--- config.mk ---
export PLATFORM = sky130hd
export DESIGN_NAME = pipe_stage_reg
export DESIGN_NICKNAME = d
export VERILOG_FILES = /design/src/rtl/pipe_stage_reg_pkg.sv /design/src/rtl/pipe_stage_reg_sat_counter.sv /design/src/rtl/pipe_stage_reg.sv
export SDC_FILE = /design/constraint.sdc
export NUM_CORES = 1
export LEC_CHECK = 0
export ABC_AREA = 1
export CAP_MARGIN = 20
export CORE_MARGIN = 10
export CORE_UTILIZATION = 50
export DETAILED_ROUTE_END_ITERATION = 16
export DONT_BUFFER_PORTS = 1
export GPL_TIMING_DRIVEN = 1
export PLACE_DENSITY = 0.71
export SLEW_MARGIN = 20
export SYNTH_ARGS = -nofsm -noshare
export SYNTH_HDL_FRONTEND = slang
export SYNTH_SLANG_ARGS = --single-unit
export TNS_END_PERCENT = 30
--- constraint.sdc ---
create_clock -name clk -period 2.8 [get_ports clk]
set_clock_uncertainty 0.2 [all_clocks]
set_input_delay 0.56 -clock clk [delete_from_list [all_inputs] [get_ports clk]]
set_output_delay 0.56 -clock clk [all_outputs]
set_load 0.005 [all_outputs]
--- src/rtl/pipe_stage_reg_pkg.sv ---
// Shared types for the inter-stage pipeline registers: stage state encoding,
// packed per-boundary payloads and the bubble (NOP) values injected on flush.
package pipe_stage_reg_pkg;

  typedef enum logic [1:0] {
    EMPTY = 2'd0,
    BUSY  = 2'd1,
    SKID  = 2'd2
  } stage_state_e;

  typedef struct packed {
    logic reg_write;
    logic mem_to_reg;
  } wb_ctrl_t;

  typedef struct packed {
    logic       cs;
    logic       we;
    logic [1:0] size;
  } m_ctrl_t;

  typedef struct packed {
    logic [3:0] alu_op;
    logic       alu_src;
    logic       branch;
  } ex_ctrl_t;

  typedef struct packed {
    logic [31:0] pc;
    logic [31:0] instr;
  } if_id_t;

  typedef struct packed {
    wb_ctrl_t    wb;
    m_ctrl_t     m;
    ex_ctrl_t    ex;
    logic [31:0] pc;
    logic [31:0] rs1_val;
    logic [31:0] rs2_val;
    logic [31:0] imm;
    logic [4:0]  rd;
  } id_ex_t;

  typedef struct packed {
    wb_ctrl_t    wb;
    m_ctrl_t     m;
    logic [31:0] alu_res;
    logic [31:0] rs2_val;
    logic [4:0]  rd;
  } ex_mem_t;

  typedef struct packed {
    wb_ctrl_t    wb;
    logic [31:0] rdata;
    logic [31:0] alu_res;
    logic [4:0]  rd;
  } mem_wb_t;

  // Memory stage treats cs=1 with we=0 as an idle slot, so bubbles carry it.
  localparam m_ctrl_t M_CTRL_NOP = '{cs: 1'b1, we: 1'b0, size: 2'b00};

  localparam if_id_t IF_ID_NOP = '{pc: 32'h0, instr: 32'h0000_0013};

  localparam id_ex_t ID_EX_NOP = '{
    wb: '0, m: M_CTRL_NOP, ex: '0, pc: 32'h0,
    rs1_val: 32'h0, rs2_val: 32'h0, imm: 32'h0, rd: 5'h0
  };

  localparam ex_mem_t EX_MEM_NOP = '{
    wb: '0, m: M_CTRL_NOP, alu_res: 32'h0, rs2_val: 32'h0, rd: 5'h0
  };

  localparam mem_wb_t MEM_WB_NOP = '{
    wb: '0, rdata: 32'h0, alu_res: 32'h0, rd: 5'h0
  };

  function automatic logic [1:0] occ_of(input stage_state_e s);
    case (s)
      BUSY:    occ_of = 2'd1;
      SKID:    occ_of = 2'd2;
      default: occ_of = 2'd0;
    endcase
  endfunction

endpackage

--- src/rtl/pipe_stage_reg_sat_counter.sv ---
// Saturating event counter with synchronous clear (clear beats increment).
// Latency: count reflects inc/clr one cycle later; no backpressure.
module sat_counter #(
  parameter int unsigned CNT_W = 16
) (
  input  logic             clk,
  input  logic             rstn,
  input  logic             inc,
  input  logic             clr,
  output logic [CNT_W-1:0] count
);

  always_ff @(posedge clk or negedge rstn) begin
    if (!rstn) begin
      count <= '0;
    end else if (clr) begin
      count <= '0;
    end else if (inc && (count != {CNT_W{1'b1}})) begin
      count <= count + CNT_W'(1);
    end
  end

endmodule

--- src/rtl/pipe_stage_reg.sv ---
// Valid/ready pipeline register with optional skid entry, flush-to-NOP and stall counter.
// Latency 1 cycle when empty; with SKID_EN in_ready is a pure flop decode, else it follows out_ready.
module pipe_stage_reg
  import pipe_stage_reg_pkg::*;
#(
  parameter int unsigned      WIDTH     = 32,
  parameter bit               SKID_EN   = 1'b1,
  parameter logic [WIDTH-1:0] RESET_VAL = '0,
  parameter logic [WIDTH-1:0] NOP_VAL   = '0,
  parameter int unsigned      CNT_W     = 16
) (
  input  logic             clk,
  input  logic             rstn,
  input  logic             flush,
  input  logic             in_valid,
  output logic             in_ready,
  input  logic [WIDTH-1:0] in_data,
  output logic             out_valid,
  input  logic             out_ready,
  output logic [WIDTH-1:0] out_data,
  output logic [1:0]       occupancy,
  output logic [CNT_W-1:0] stall_cnt,
  input  logic             stall_clr
);

  stage_state_e     state_q, state_d;
  logic [WIDTH-1:0] main_q, skid_q;
  logic             load_main_in, load_main_skid, load_skid;
  logic             in_fire, out_fire;

  assign in_fire  = in_valid & in_ready;
  assign out_fire = out_valid & out_ready;
  assign out_data = main_q;

  always_ff @(posedge clk or negedge rstn) begin
    if (!rstn) begin
      state_q <= EMPTY;
    end else begin
      state_q <= state_d;
    end
  end

  always_comb begin
    state_d        = state_q;
    load_main_in   = 1'b0;
    load_main_skid = 1'b0;
    load_skid      = 1'b0;
    if (flush) begin
      state_d = EMPTY;
    end else begin
      case (state_q)
        EMPTY: begin
          if (in_fire) begin
            state_d      = BUSY;
            load_main_in = 1'b1;
          end
        end
        BUSY: begin
          if (in_fire && out_fire) begin
            load_main_in = 1'b1;
          end else if (in_fire && SKID_EN) begin
            // Only reachable with a skid entry: without one, in_fire here implies out_fire.
            state_d   = SKID;
            load_skid = 1'b1;
          end else if (out_fire) begin
            state_d = EMPTY;
          end
        end
        SKID: begin
          if (out_fire) begin
            state_d        = BUSY;
            load_main_skid = 1'b1;
          end
        end
        default: state_d = EMPTY;
      endcase
    end
  end

  always_comb begin
    out_valid = (state_q != EMPTY);
    occupancy = occ_of(state_q);
    if (SKID_EN) begin
      in_ready = (state_q != SKID);
    end else begin
      in_ready = !out_valid || out_ready;
    end
  end

  always_ff @(posedge clk or negedge rstn) begin
    if (!rstn) begin
      main_q <= RESET_VAL;
      skid_q <= RESET_VAL;
    end else if (flush) begin
      main_q <= NOP_VAL;
      skid_q <= NOP_VAL;
    end else begin
      if (load_main_in) begin
        main_q <= in_data;
      end else if (load_main_skid) begin
        main_q <= skid_q;
      end
      if (load_skid) begin
        skid_q <= in_data;
      end
    end
  end

  sat_counter #(
    .CNT_W (CNT_W)
  ) u_stall_cnt (
    .clk   (clk),
    .rstn  (rstn),
    .inc   (out_valid & ~out_ready),
    .clr   (stall_clr),
    .count (stall_cnt)
  );

endmodule

==> qor.csv <==
stage,metric,value,unit
detailed_routing,# DRC,0,
pwr,share of power burned in the clock network,34.2,%
clock_tree,CTS buffer count,9,
layout,highest-count cells in the layout ignoring fill and taps,"111 x inv_1, 84 x nand2_1, 82 x dfrtp_1",
worst_setup_path,Critical Path Source Type,flip-flop,
worst_setup_path,critical path's largest stage delay,0.52,ns
clock_tree,CTS resizes,0,
clock_tree,root buf cell,clkbuf_8,
layout,"most common cell after layout, fill and taps aside",inv_1,
timing,unrepaired setup endpoints after global routing,false,
place,DP HPWL,6.57,mm
floorplanning,Die H,109,um
floorplanning,die width,109,um
synthesis,Synth cell types,26,
detailed_routing,WL final,9.32,mm
clock_tree,clk slew on worst S/H paths,0.08,ns
clock_tree,CTS Sinks,82,
layout,n_diodes,0,
synthesis,Post-Syn Area,3980,um2
synthesis,cells after synthesis,480,
floorplanning,die footprint,11900,um2
timing,setup violators final,0,
grt,GRT overflow,0,
timing,fin crit share,79.1,%
run_status,outcome,"finished, final reports clean",
grt,antenna violations before repair,0,
synthesis,Ys Warns,0,
worst_setup_path,critical path required time,2.79,ns
worst_setup_path,largest fanout on the critical path,19,
floorplanning,I/O Pins,90,
worst_setup_path,worst path cell trace,inv_2 -> nand2_1 -> inv_1 -> nand2_1 -> nand2_1 -> buf_4 -> o22ai_1 -> nand2_1 -> o21ai_0,
worst_hold_path,Worst Hold Class,input pin to flip-flop,
pwr,Logic pwr share,11.4,%
pwr,switching share of total power,26.5,%
detailed_routing,Initial DRC Count,120,
grt,largest net degree at the start of global routing,83,
job,max-cap viol count,0,
pwr,Psw,629,uW
place,Routability Congestion,0.851,
worst_setup_path,CP dominant cell by count,nand2_1,
pwr,power per cell area,551,nW/um2
worst_setup_path,Crit. End Element,flip-flop,
timing,f_max,0.451,GHz
clock_tree,"Clk Latency, worst-skew pair",0.34,ns
timing,max_slew headroom,53.7,%
synthesis,register area share after synthesis,51.5,%
detailed_routing,Vias/cell,5.26,
timing,Final Hold Viols,0,
grt,first-pass GRT wire length,15.4,mm
clock_tree,Clock Tree Buf Depth,2,
timing,Final Critical Period,2.22,ns
layout,Filler cells,693,
worst_setup_path,crit path DAT,2.21,ns
pwr,Worst VDD drop,0.313,mV
layout,flip-flop and latch area,2050,um2
timing,setup ws final,0.584,ns
layout,final net count,519,
timing,Final TNS setup,0,ns
clock_tree,H-tree levels,3,
grt,number of global-route vias before repair,3004,
synthesis,"Net Count, Synth",519,
worst_setup_path,CP max-delay cell,nand2_1,
clock_tree,post-CTS repair timing setup buffer count,0,
place,cell count after placement,569,
floorplanning,Floorplan Core Area,7730,um2
detailed_routing,TritonRoute pass-1 iters,4,
timing,final slew viol count,0,
pwr,leakage power,2.02,nW
worst_setup_path,crit path kind,flip-flop to flip-flop,
layout,Area Growth Syn to Fin,8.07,%
place,port bufs,0,
detailed_routing,Routed WL per cell,15.9,um
pwr,sequential power share,54.4,%
floorplanning,std cell rows,32,
pwr,Int Pwr,1.74,mW
place,Place WS,0.476,ns
detailed_routing,via count,3082,
grt,GR Util All Layers,16.1,%
timing,Slew @ Worst Pin,0.691,ns
layout,share of cells above drive strength 1,9.30,%
detailed_routing,Routed Antenna Nets,0,
synthesis,"Avg Cell Area, Syn",8.30,um2
floorplanning,Starting Density,51.6,%
layout,Finished Layout Cells,586,
layout,Multi-input gate area,1400,um2
clock_tree,CTS tree,built,
synthesis,#FFs+latches synth,82,
## final timing paths
kind                            slack [ns]       start  cells past startpoint                    end
max in group asynchronous             1.48        rstn                      2             skid_q[18]
min in group asynchronous             0.58        rstn                      2           out_data[29]
worst min register to register        0.35  skid_q[26]                      2             skid_q[26]
worst min-delay path                  0.17   stall_clr                      2  u_stall_cnt.count[12]
worst max-delay path                  0.58  state_q[1]                      9           out_data[15]
worst max register to register        0.58  state_q[1]                      9           out_data[15]
## critical path, delay by kind of cell (launching register included)
family	cells	cell delay (ns)
DFF	1	0.40
buffers and inverters	3	0.51
AOI/OAI and AO/OA	2	0.18
and+or+nand+nor	4	0.78
## per-layer routing
metal	global-route usage, %	vias to the layer above	share of wire, %
met5	0	-	0
met4	3.90	0	1.3
met3	6.37	12	8.7
met2	25.0	90	46
met1	20.6	1436	44
li1	-	1544	-
## synth_stat cells
| master | n | area share [%] |
|---|---|---|
| buf_2 | 9 | 1.1 |
| nand2_1 | 84 | 7.9 |
| nor2_1 | 23 | 2.2 |
| nand2_4 | 1 | 0.28 |
| nor2_2 | 2 | 0.31 |
| o21ai_4 | 1 | 0.41 |
| nor2_4 | 2 | 0.57 |
| inv_2 | 3 | 0.28 |
| clkbuf_1 | 10 | 0.94 |
| nand4_1 | 11 | 1.7 |
| o211ai_1 | 1 | 0.19 |
| xor2_1 | 5 | 1.1 |
| xnor2_1 | 1 | 0.22 |
| nand3_1 | 12 | 1.5 |
| nand2_2 | 10 | 1.6 |
| inv_4 | 1 | 0.16 |
| o21bai_1 | 4 | 0.75 |
| buf_12 | 1 | 0.50 |
| inv_1 | 111 | 10 |
| o21ai_0 | 28 | 3.5 |
| o21ai_1 | 11 | 1.4 |
| o211ai_4 | 1 | 0.53 |
| o22ai_1 | 64 | 10 |
| nor2_8 | 1 | 0.50 |
| ha_1 | 1 | 0.31 |
| dfrtp_1 | 82 | 52 |
## cell type report
cell class	instances	area share [%]
Sequential cell	82	47.7
Tap cell	102	2.96
Multi-Input combinational cell	263	32.5
Inverter	115	10.1
Timing Repair Buffer	9	2.38
Clock inverter	1	0.174
Clock buffer	14	4.24
## sequential cells by signal, indices dropped and copies added (netlist names)
signal and count:
state_q 2, out_data 32, skid_q 32, u_stall_cnt.count 16
## power by group through the flow
stage          clock, mW  sequential [mW]  combinational, mW
4_1_cts            0.829             1.29              0.275
6_report           0.811             1.29              0.270
2_1_floorplan          0             1.30              0.195
3_5_place_dp           0             1.31              0.244
3_3_place_gp           0             1.31              0.236
5_1_grt            0.889             1.30              0.311
## logic make-up after synthesis
kind of cell	after synthesis	share of synthesized area [%]
buffers and inverters	135	13.5
AOI/OAI and AO/OA	110	16.8
and+or+nand+nor	146	16.6
DFF	82	51.5
xor gates and xnor gates	6	1.32
adders and majority gates	1	0.314
## what timing repair did
item | CTS | global route
endpoints found under the hold margin | 82 | 0
hold buffers | 2 | 0
setup endpoints to repair | 0 | 0
## through the flow
step	instance area (um2)	hold WS, ns	util [%]	power [mW]
after floorplan	3980	0.0644	-	1.49
after global placement	4080	0.0675	52.8	1.55
after detailed placement	4080	0.0672	52.8	1.56
after CTS	4310	0.159	55.7	2.39
after global routing	4310	0.159	55.7	2.50
final	4310	0.170	55.7	2.37
(Power assumes the default switching activity.)
